**config.mk**
```make
export PLATFORM = sky130hd
export DESIGN_NAME = ps2_rx_fifo
export DESIGN_NICKNAME = d
export VERILOG_FILES = /design/src/rtl/ps2_pkg.sv /design/src/rtl/sync_fifo.sv /design/src/rtl/ps2_rx_fifo.sv
export SDC_FILE = /design/constraint.sdc
export NUM_CORES = 1
export LEC_CHECK = 0
export BUFFER_PORTS_ARGS = -buffer_cell sky130_fd_sc_hd__clkbuf_2
export CORE_MARGIN = 5
export CORE_UTILIZATION = 60
export CTS_CLUSTER_DIAMETER = 200
export DETAILED_ROUTE_END_ITERATION = 7
export PLACE_DENSITY = 0.82
export RECOVER_POWER = 50
export SETUP_SLACK_MARGIN = 0.3
export SLEW_MARGIN = 10
export SYNTH_ARGS = -nofsm -noshare
export SYNTH_HDL_FRONTEND = slang
export SYNTH_SLANG_ARGS = --single-unit
```
**constraint.sdc**
```tcl
create_clock -name clock -period 7.7 [get_ports clock]
set_input_delay 1.155 -clock clock [delete_from_list [all_inputs] [get_ports clock]]
set_output_delay 1.155 -clock clock [all_outputs]
set_load 0.1 [all_outputs]
```
**src/rtl/ps2_pkg.sv**
```systemverilog
// Shared types and helpers for the PS/2 receive path: FSM state encoding,
// frame geometry and the odd-parity check used when a frame completes.
package ps2_pkg;

    typedef enum logic [1:0] {
        IDLE   = 2'd0,
        DATA   = 2'd1,
        PARITY = 2'd2,
        STOP   = 2'd3
    } ps2_state_t;

    // start + 8 data + parity + stop
    localparam int FRAME_BITS = 11;
    // Payload bits are the frame minus start, parity and stop.
    localparam int DATA_BITS  = FRAME_BITS - 3;

    // A frame is good when data and parity together hold an odd number of ones.
    function automatic logic odd_parity_ok(input logic [7:0] data, input logic parity);
        return ^{data, parity};
    endfunction

endpackage

```
**src/rtl/sync_fifo.sv**
```systemverilog
// Single-clock first-word-fall-through FIFO. The head entry is presented
// combinationally; a push into a full FIFO is accepted only when a pop
// frees a slot in the same cycle. The head output reads as zero when empty.
module sync_fifo #(
    parameter int WIDTH = 8,
    parameter int DEPTH = 8
) (
    input  logic                           clock,
    input  logic                           reset,
    input  logic                           push,
    input  logic [WIDTH-1:0]               push_data,
    input  logic                           pop,
    output logic [WIDTH-1:0]               pop_data,
    output logic                           full,
    output logic                           empty,
    output logic [$clog2(DEPTH+1)-1:0]     count
);

    localparam int PTR_W = $clog2(DEPTH);
    localparam int CNT_W = $clog2(DEPTH+1);

    logic [WIDTH-1:0] mem [DEPTH];
    logic [PTR_W-1:0] wr_ptr_reg;
    logic [PTR_W-1:0] rd_ptr_reg;
    logic [CNT_W-1:0] count_reg;
    logic [CNT_W-1:0] count_next;
    logic             do_push;
    logic             do_pop;

    assign empty    = (count_reg == '0);
    assign full     = (count_reg == CNT_W'(DEPTH));
    assign do_pop   = pop && !empty;
    assign do_push  = push && (!full || do_pop);
    assign count    = count_reg;
    assign pop_data = empty ? '0 : mem[rd_ptr_reg];

    // Storage array: written on accepted pushes, never reset.
    always_ff @(posedge clock) begin
        if (do_push) begin
            mem[wr_ptr_reg] <= push_data;
        end
    end

    // Occupancy follows the accepted push/pop pair.
    always_comb begin
        count_next = count_reg;
        case ({do_push, do_pop})
            2'b10:   count_next = count_reg + CNT_W'(1);
            2'b01:   count_next = count_reg - CNT_W'(1);
            default: count_next = count_reg;
        endcase
    end

    // Pointers wrap naturally because DEPTH is a power of two.
    always_ff @(posedge clock or posedge reset) begin
        if (reset) begin
            wr_ptr_reg <= '0;
            rd_ptr_reg <= '0;
            count_reg  <= '0;
        end else begin
            if (do_push) wr_ptr_reg <= wr_ptr_reg + PTR_W'(1);
            if (do_pop)  rd_ptr_reg <= rd_ptr_reg + PTR_W'(1);
            count_reg <= count_next;
        end
    end

endmodule

```
**src/rtl/ps2_rx_fifo.sv**
```systemverilog
// PS/2 device-to-host receiver. Synchronises the raw lines, detects filtered
// falling edges of the PS/2 clock, deframes 11-bit frames and queues good
// bytes in a FWFT FIFO. Bad parity, framing errors, timeouts and overflow
// are reported as registered one-cycle pulses.
module ps2_rx_fifo
    import ps2_pkg::*;
#(
    parameter int FILTER_LEN     = 5,
    parameter int FIFO_DEPTH     = 8,
    parameter int TIMEOUT_CYCLES = 50000
) (
    input  logic                               clock,
    input  logic                               reset,
    input  logic                               ps2_clock,
    input  logic                               ps2_data,
    output logic                               rd_valid,
    input  logic                               rd_ready,
    output logic [7:0]                         rd_data,
    output logic [$clog2(FIFO_DEPTH+1)-1:0]    fifo_count,
    output logic                               parity_err,
    output logic                               frame_err,
    output logic                               overflow
);

    localparam int TO_W = $clog2(TIMEOUT_CYCLES);
    localparam logic [TO_W-1:0] TO_LAST = TO_W'(TIMEOUT_CYCLES - 1);

    logic                      ps2_clock_meta_reg;
    logic                      ps2_clock_sync_reg;
    logic                      ps2_data_meta_reg;
    logic                      ps2_data_sync_reg;
    logic [2*FILTER_LEN-1:0]   filter_reg;
    logic                      fall;

    ps2_state_t                state_reg;
    ps2_state_t                state_next;
    logic [2:0]                bit_cnt_reg;
    logic [2:0]                bit_cnt_next;
    logic [7:0]                shift_reg;
    logic [7:0]                shift_next;
    logic                      parity_reg;
    logic                      parity_next;
    logic [TO_W-1:0]           timeout_reg;
    logic [TO_W-1:0]           timeout_next;
    logic                      timeout_hit;

    logic                      push_byte;
    logic                      parity_err_next;
    logic                      frame_err_next;
    logic                      overflow_next;
    logic                      parity_err_reg;
    logic                      frame_err_reg;
    logic                      overflow_reg;

    logic                      fifo_full;
    logic                      fifo_empty;

    // Two-flop synchronisers; idle-high reset so release never looks like an edge.
    always_ff @(posedge clock or posedge reset) begin
        if (reset) begin
            ps2_clock_meta_reg <= 1'b1;
            ps2_clock_sync_reg <= 1'b1;
            ps2_data_meta_reg  <= 1'b1;
            ps2_data_sync_reg  <= 1'b1;
        end else begin
            ps2_clock_meta_reg <= ps2_clock;
            ps2_clock_sync_reg <= ps2_clock_meta_reg;
            ps2_data_meta_reg  <= ps2_data;
            ps2_data_sync_reg  <= ps2_data_meta_reg;
        end
    end

    // Glitch filter history: newest sample enters at bit 0.
    always_ff @(posedge clock or posedge reset) begin
        if (reset) begin
            filter_reg <= '1;
        end else begin
            filter_reg <= {filter_reg[2*FILTER_LEN-2:0], ps2_clock_sync_reg};
        end
    end

    // A clean fall is FILTER_LEN highs followed by FILTER_LEN lows; the next
    // shift breaks the pattern, so this is a single-cycle strobe.
    assign fall = (&filter_reg[2*FILTER_LEN-1:FILTER_LEN]) && !(|filter_reg[FILTER_LEN-1:0]);

    // An edge arriving in the same cycle as expiry counts as on time.
    assign timeout_hit = (state_reg != IDLE) && !fall && (timeout_reg == TO_LAST);

    // Deframer next-state logic and outcome decode.
    always_comb begin
        state_next      = state_reg;
        bit_cnt_next    = bit_cnt_reg;
        shift_next      = shift_reg;
        parity_next     = parity_reg;
        push_byte       = 1'b0;
        parity_err_next = 1'b0;
        frame_err_next  = 1'b0;
        if (timeout_hit) begin
            state_next     = IDLE;
            bit_cnt_next   = '0;
            frame_err_next = 1'b1;
        end else if (fall) begin
            case (state_reg)
                IDLE: begin
                    if (!ps2_data_sync_reg) begin
                        state_next   = DATA;
                        bit_cnt_next = '0;
                    end
                end
                DATA: begin
                    shift_next   = {ps2_data_sync_reg, shift_reg[7:1]};
                    bit_cnt_next = bit_cnt_reg + 3'd1;
                    if (bit_cnt_reg == 3'(DATA_BITS - 1)) begin
                        state_next = PARITY;
                    end
                end
                PARITY: begin
                    parity_next = ps2_data_sync_reg;
                    state_next  = STOP;
                end
                STOP: begin
                    state_next = IDLE;
                    if (!ps2_data_sync_reg) begin
                        frame_err_next = 1'b1;
                    end else if (!odd_parity_ok(shift_reg, parity_reg)) begin
                        parity_err_next = 1'b1;
                    end else begin
                        push_byte = 1'b1;
                    end
                end
                default: state_next = IDLE;
            endcase
        end
    end

    // Inactivity counter: cleared on every edge, idle or expiry.
    always_comb begin
        timeout_next = timeout_reg + TO_W'(1);
        if (fall || timeout_hit || state_reg == IDLE) begin
            timeout_next = '0;
        end
    end

    // A full FIFO only drops the byte when no pop frees a slot this cycle.
    assign overflow_next = push_byte && fifo_full && !(rd_ready && !fifo_empty);

    // Deframer state and registered status pulses.
    always_ff @(posedge clock or posedge reset) begin
        if (reset) begin
            state_reg      <= IDLE;
            bit_cnt_reg    <= '0;
            shift_reg      <= '0;
            parity_reg     <= 1'b0;
            timeout_reg    <= '0;
            parity_err_reg <= 1'b0;
            frame_err_reg  <= 1'b0;
            overflow_reg   <= 1'b0;
        end else begin
            state_reg      <= state_next;
            bit_cnt_reg    <= bit_cnt_next;
            shift_reg      <= shift_next;
            parity_reg     <= parity_next;
            timeout_reg    <= timeout_next;
            parity_err_reg <= parity_err_next;
            frame_err_reg  <= frame_err_next;
            overflow_reg   <= overflow_next;
        end
    end

    sync_fifo #(
        .WIDTH (8),
        .DEPTH (FIFO_DEPTH)
    ) u_fifo (
        .clock     (clock),
        .reset     (reset),
        .push      (push_byte),
        .push_data (shift_reg),
        .pop       (rd_ready),
        .pop_data  (rd_data),
        .full      (fifo_full),
        .empty     (fifo_empty),
        .count     (fifo_count)
    );

    assign rd_valid   = !fifo_empty;
    assign parity_err = parity_err_reg;
    assign frame_err  = frame_err_reg;
    assign overflow   = overflow_reg;

endmodule

```
Word level (Yosys, flattened, before mapping)

Memory sizes are Yosys's and may differ from the RTL's.
Index checks and enable logic that the tools add are counted.
Widths: inputs -> output; s select.

Logic and storage cells: 90
Memories: 1
Input bits: 5
Flip-flop bits (word level): 57
Output and inout port bits: 16
RAM bits: 64

Memory list:

| memory     | depth | bits a word | read ports | clocked after Yosys merged registers in | write ports | line            | RTL |
|---|---|---|---|---|---|---|---|
| u_fifo.mem | 8     | 8           | 1          | 0                                       | 1           | sync_fifo.sv:22 | `logic [WIDTH-1:0] mem [DEPTH];` |

Mux-type cells: 28
Bitwise operators: 1
Equal/unequal tests: 10
Reduce and logical (&&, ||, !) cells: 28
Add/sub/neg operators: 6

Operator list:

| operator              | count |
|---|---|
| $add 16x1->16 const B | 1 |
| $eq 16x16->1 const B  | 1 |
| $mux 1                | 16 |
| $mux 16               | 1 |
| $reduce_and 3->1      | 4 |
| $add 3x1->3 const B   | 3 |
| $mux 3                | 3 |
| $reduce_xor 9->1      | 1 |
| $mux 2                | 4 |
| $mux 8                | 1 |
| $pmux 2 s4            | 1 |
| $pmux 4 s2            | 1 |
| $logic_and 1x1->1     | 7 |
| $eq 2x2->1 const B    | 3 |
| $ne 3x3->1 const B    | 2 |
| $pmux 3 s2            | 1 |
| $reduce_bool 2->1     | 3 |
| $logic_not 1->1       | 5 |
| $reduce_and 5->1      | 1 |
| $reduce_or 5->1       | 1 |
| $add 4x1->4 const B   | 1 |
| $eq 2x1->1 const B    | 2 |
| $eq 4x4->1 const B    | 1 |
| $logic_not 4->1       | 1 |
| other kinds (6)       | 8 |

Depth between registers and ports, before layout

Word-level depth: 10
Mapped depth: 11
Depth with buffers taken out: 11

Hierarchy

A second synthesis with hierarchy kept.

Cell total of the unflattened synthesis: 362
Area total of the unflattened synthesis: 5252.5 sq um

By module, submodules not included:

| module      | times used | seq. area each (sq um) | cells an instance | area each (sq um) |
|---|---|---|---|---|
| sync_fifo   | 1          | 2172.1                 | 187               | 3118.0 |
| ps2_rx_fifo | 1          | 1193.6                 | 175               | 2134.5 |

Worst setup path after synthesis

OpenSTA, ideal clock, no wires.

Kind: register -> output
From: register u_fifo.rd_ptr_reg[0]
To: output port rd_data[6]
Arrival: 2.696 ns
Stages on the path, launching flop included: 6
Required time: 6.545 ns
Slack: 3.849 ns
Path through: dfrtp_1 clkbuf_1 buf_2 mux4_2 mux2i_1 nor2_1

Cells in the longest elaborated chain, start to end: 2

RTL lines:

| what                   | line              | RTL |
|---|---|---|
| from (decl)            | sync_fifo.sv:24   | `logic [PTR_W-1:0] rd_ptr_reg;` |
| from (signal assigned) | sync_fifo.sv:62   | `if (do_pop) rd_ptr_reg <= rd_ptr_reg + PTR_W'(1);` |
| $mem_v2 8x8            | -                 |  |
| $mux 8                 | sync_fifo.sv:35   | `assign pop_data = empty ? '0 : mem[rd_ptr_reg];` |
| to (decl)              | ps2_rx_fifo.sv:18 | `output logic [7:0] rd_data,` |

Every way passes these cells.

Final worst setup path

From: register u_fifo.rd_ptr_reg[0]
To: output port rd_data[3]

Same word-level chain as after synthesis.

==> results.py <==
metrics = {
    "timing": {
        "hold_viol_final": 0,
        "finalSetupTns_ns": 0,
        "fin_crit_sh_pct": 52.3,
        "min_period_ns": 4.02,
        "setup_viol": 0,
        "fmaxAchievable_mhz": 248,
        "skew_ns": 0.00794,
        "rsz0062_at_grt": "no",
        "maxSlewViolCount": 58,
        "tightest_slew_ns": 2.94,
        "relSlewSlack_pct": -96.3,
    },
    "power": {
        "switchingPower_w": 0.000626,
        "pwr-share-comb_pct": 18.9,
        "p_int_w": 0.00128,
        "p_leak_nw": 2.31,
        "power.density_mw_per_mm2": 323,
        "sequentialPowerShare_pct": 41.3,
        "switching_share_pct": 32.9,
        "peakVddDrop_uv": 193,
        "p_total_w": 0.00190,
        "power.clock.fraction_pct": 39.7,
    },
    "yosys": {
        "syn_nets": 346,
        "async_reset_ff_share_pct": 47.1,
        "synth_edf_count": 64,
        "ys_seq_area_share_pct": 66.4,
        "synth-main-ff-cell": "edfxtp_1",
        "synth.avg_cell_area_um2": 15.5,
        "syn_inst": 328,
        "ys_types": 42,
        "ys.warnings.count": 0,
        "synth-seq-cells": 121,
        "syn_area_mm2": 0.00507,
    },
    "cts": {
        "cts-root-buf": "clkbuf_8",
        "cts_tree": "done",
        "clkLatencyLatePin_ns": 0.51,
        "htree_levels": 4,
        "cts_sinks": 121,
        "post_cts_buffers": 0,
        "clock_path_buffers": 2,
        "cts_resized": 0,
        "path_clk_slew_ns": 0.06,
        "cts_hold_buf": 0,
        "cts_made_buffers": 17,
    },
    "finish": {
        "stdcell_area_mm2": 0.00588,
        "antenna_cells": 0,
        "layout.nets": 381,
        "fin_cells": 481,
        "syn_to_final_growth_pct": 16.0,
        "largest_reg_flops": 64,
        "drive_gt1_share_pct": 26.6,
    },
    "global_routing": {
        "antenna_found_initial": 0,
        "grt_max_degree": 58,
        "grt_pass1_wl_mm": 14.5,
        "grt_pass1_vias": 2866,
        "grt_overflow": 0,
        "grt_usage_pct": 19.3,
    },
    "routing": {
        "drt_iter0_drc": 155,
        "via_per_inst": 5.64,
        "drtPass1Iterations": 4,
        "drt_wl_total_mm": 8.85,
        "num_vias": 2712,
        "ant_nets": 0,
        "post-route-drc-count": 0,
        "wl_per_cell_um": 18.4,
    },
    "run": {
        "maxCapViolCount": 1,
    },
    "floorplan": {
        "pin_count": 21,
        "design.die.area_mm2": 0.0104,
        "die_height_um": 102,
        "die_w_um": 102,
        "core_mm2": 0.00822,
        "start_util_pct": 61.7,
        "rows": 33,
    },
    "placement": {
        "dp_cells": 449,
        "globalplace.congestion": 0.730,
        "io_buffers": 20,
        "place_area_mm2": 0.00531,
        "hpwl_mm": 5.48,
    },
    "critical_path": {
        "worstSetupPathType": "flip-flop to output pin",
        "critical_path_required_ns": 6.55,
        "cp.arrival_ns": 2.87,
        "critPathLaunchType": "flip-flop",
        "cp-end-kind": "output pin",
        "path_max_fanout": 18,
    },
    "worst_hold_path": {
        "hold_path_class": "flip-flop to flip-flop",
    },
    "outcome": {
        "violations": "capacitance limit, slew limit",
        "outcome": "finished with violations",
    },
}
-- power by group through the flow --
stage | Sequential [W] | Combinational [W] | Clock [W]
after global routing | 0.000798 | 0.000378 | 0.000805
after global placement | 0.000800 | 0.000354 | 0
after floorplan | 0.000808 | 0.000297 | 0
after CTS | 0.000791 | 0.000365 | 0.000773
final | 0.000787 | 0.000360 | 0.000755
after detailed placement | 0.000803 | 0.000363 | 0
-- layout by cell type, fill, tap and decap left out, drive strengths merged, types with 4 or more instances in the layout --
| cell type | n |
|---|---|
| nor3 | 10 |
| edfxtp | 64 |
| xnor2 | 16 |
| a21oi | 5 |
| nor2 | 36 |
| xor2 | 13 |
| mux4 | 16 |
| nor4 | 5 |
| dfrtp | 43 |
| inv | 14 |
| nand3 | 10 |
| ha | 13 |
| nand2 | 15 |
| clkbuf | 38 |
| mux2i | 11 |
| mux2 | 11 |
| nand4 | 6 |
| o21ai | 4 |
| buf | 4 |
| dfstp | 14 |
| clkinvlp | 4 |
-- synthesized netlist by cell type (4+ instances only) --
master    instances  area (um2)
a21oi_1           5        25.0
clkbuf_1          5        18.8
dfrtp_1          43        1080
dfstp_2          14         368
edfxtp_1         64        1920
ha_1             13         163
inv_1             8        30.0
mux2_2           10         113
mux2i_1          11         110
mux4_2           16         360
nand2_1          15        56.3
nand3_1           9        45.0
nand4_1           6        37.5
nor2_1           36         135
nor3_1            8        40.0
o21ai_0           4        20.0
xnor2_1          16         140
xor2_1           13         114
-- path summary, 6_finish.rpt --
| check | depth (start not counted) | end | from | slack (ns) |
|---|---|---|---|---|
| max | 4 | rd_data[3] | u_fifo.rd_ptr_reg[0]$_DFFE_PP0P_ | 3.68 |
| min | 0 | ps2_data_sync_reg$_DFF_PP1_ | ps2_data_meta_reg$_DFF_PP1_ | 0.35 |
| max reg2reg | 5 | u_fifo.mem[1][7]$_DFFE_PP_ | shift_reg[4]$_DFFE_PP0P_ | 4.53 |
| min reg2reg | 0 | ps2_data_sync_reg$_DFF_PP1_ | ps2_data_meta_reg$_DFF_PP1_ | 0.35 |
| max in group asynchronous | 3 | u_fifo.rd_ptr_reg[0]$_DFFE_PP0P_ | reset | 4.28 |
| min in group asynchronous | 3 | timeout_reg[0]$_DFF_PP0_ | reset | 1.76 |
-- metal layers --
layer  up-vias  share of wire (%)  GRT usage (%)
met5         -                  0              0
met4         0               0.97           6.36
met3         9                4.0           5.87
met2        51                 54           32.8
met1      1367                 41           23.8
li1       1285                  -              -
-- final cells by class --
cell class              instances  area (um2)
well taps                     105         131
flip-flops and latches        121        3370
clock inverters                15         165
repair buffers                 25         134
fillers                       522        2330
inverters                       8        30.0
multi-input cells             190        1640
clock buffers                  17         414
-- through the flow --
step,hold slack (ns),setup WS [ns],util [%]
2_1_floorplan,0.345,3.85,-
3_3_place_gp,0.347,4.23,64.6
3_5_place_dp,0.347,4.16,64.6
4_1_cts,0.356,3.57,71.7
5_1_grt,0.357,3.43,71.6
6_report,0.355,3.68,71.6
-- cell families after synthesis --
family	share of synthesized area, %
muxes	11.8
and+or+nand+nor	10.3
AOI/OAI and AO/OA	1.58
buffers and inverters	1.31
xor gates and xnor gates	5.45
DFF	66.4
adders and majority gates	3.21
-- critical path, stage by stage (launching register included) --
cell      delay [ns]
dfrtp_1         1.06
mux4_2          0.63
mux2i_1         0.17
nor2_1          0.07
clkbuf_2        0.42
No activity file was read; power rests on OpenSTA's default activity.
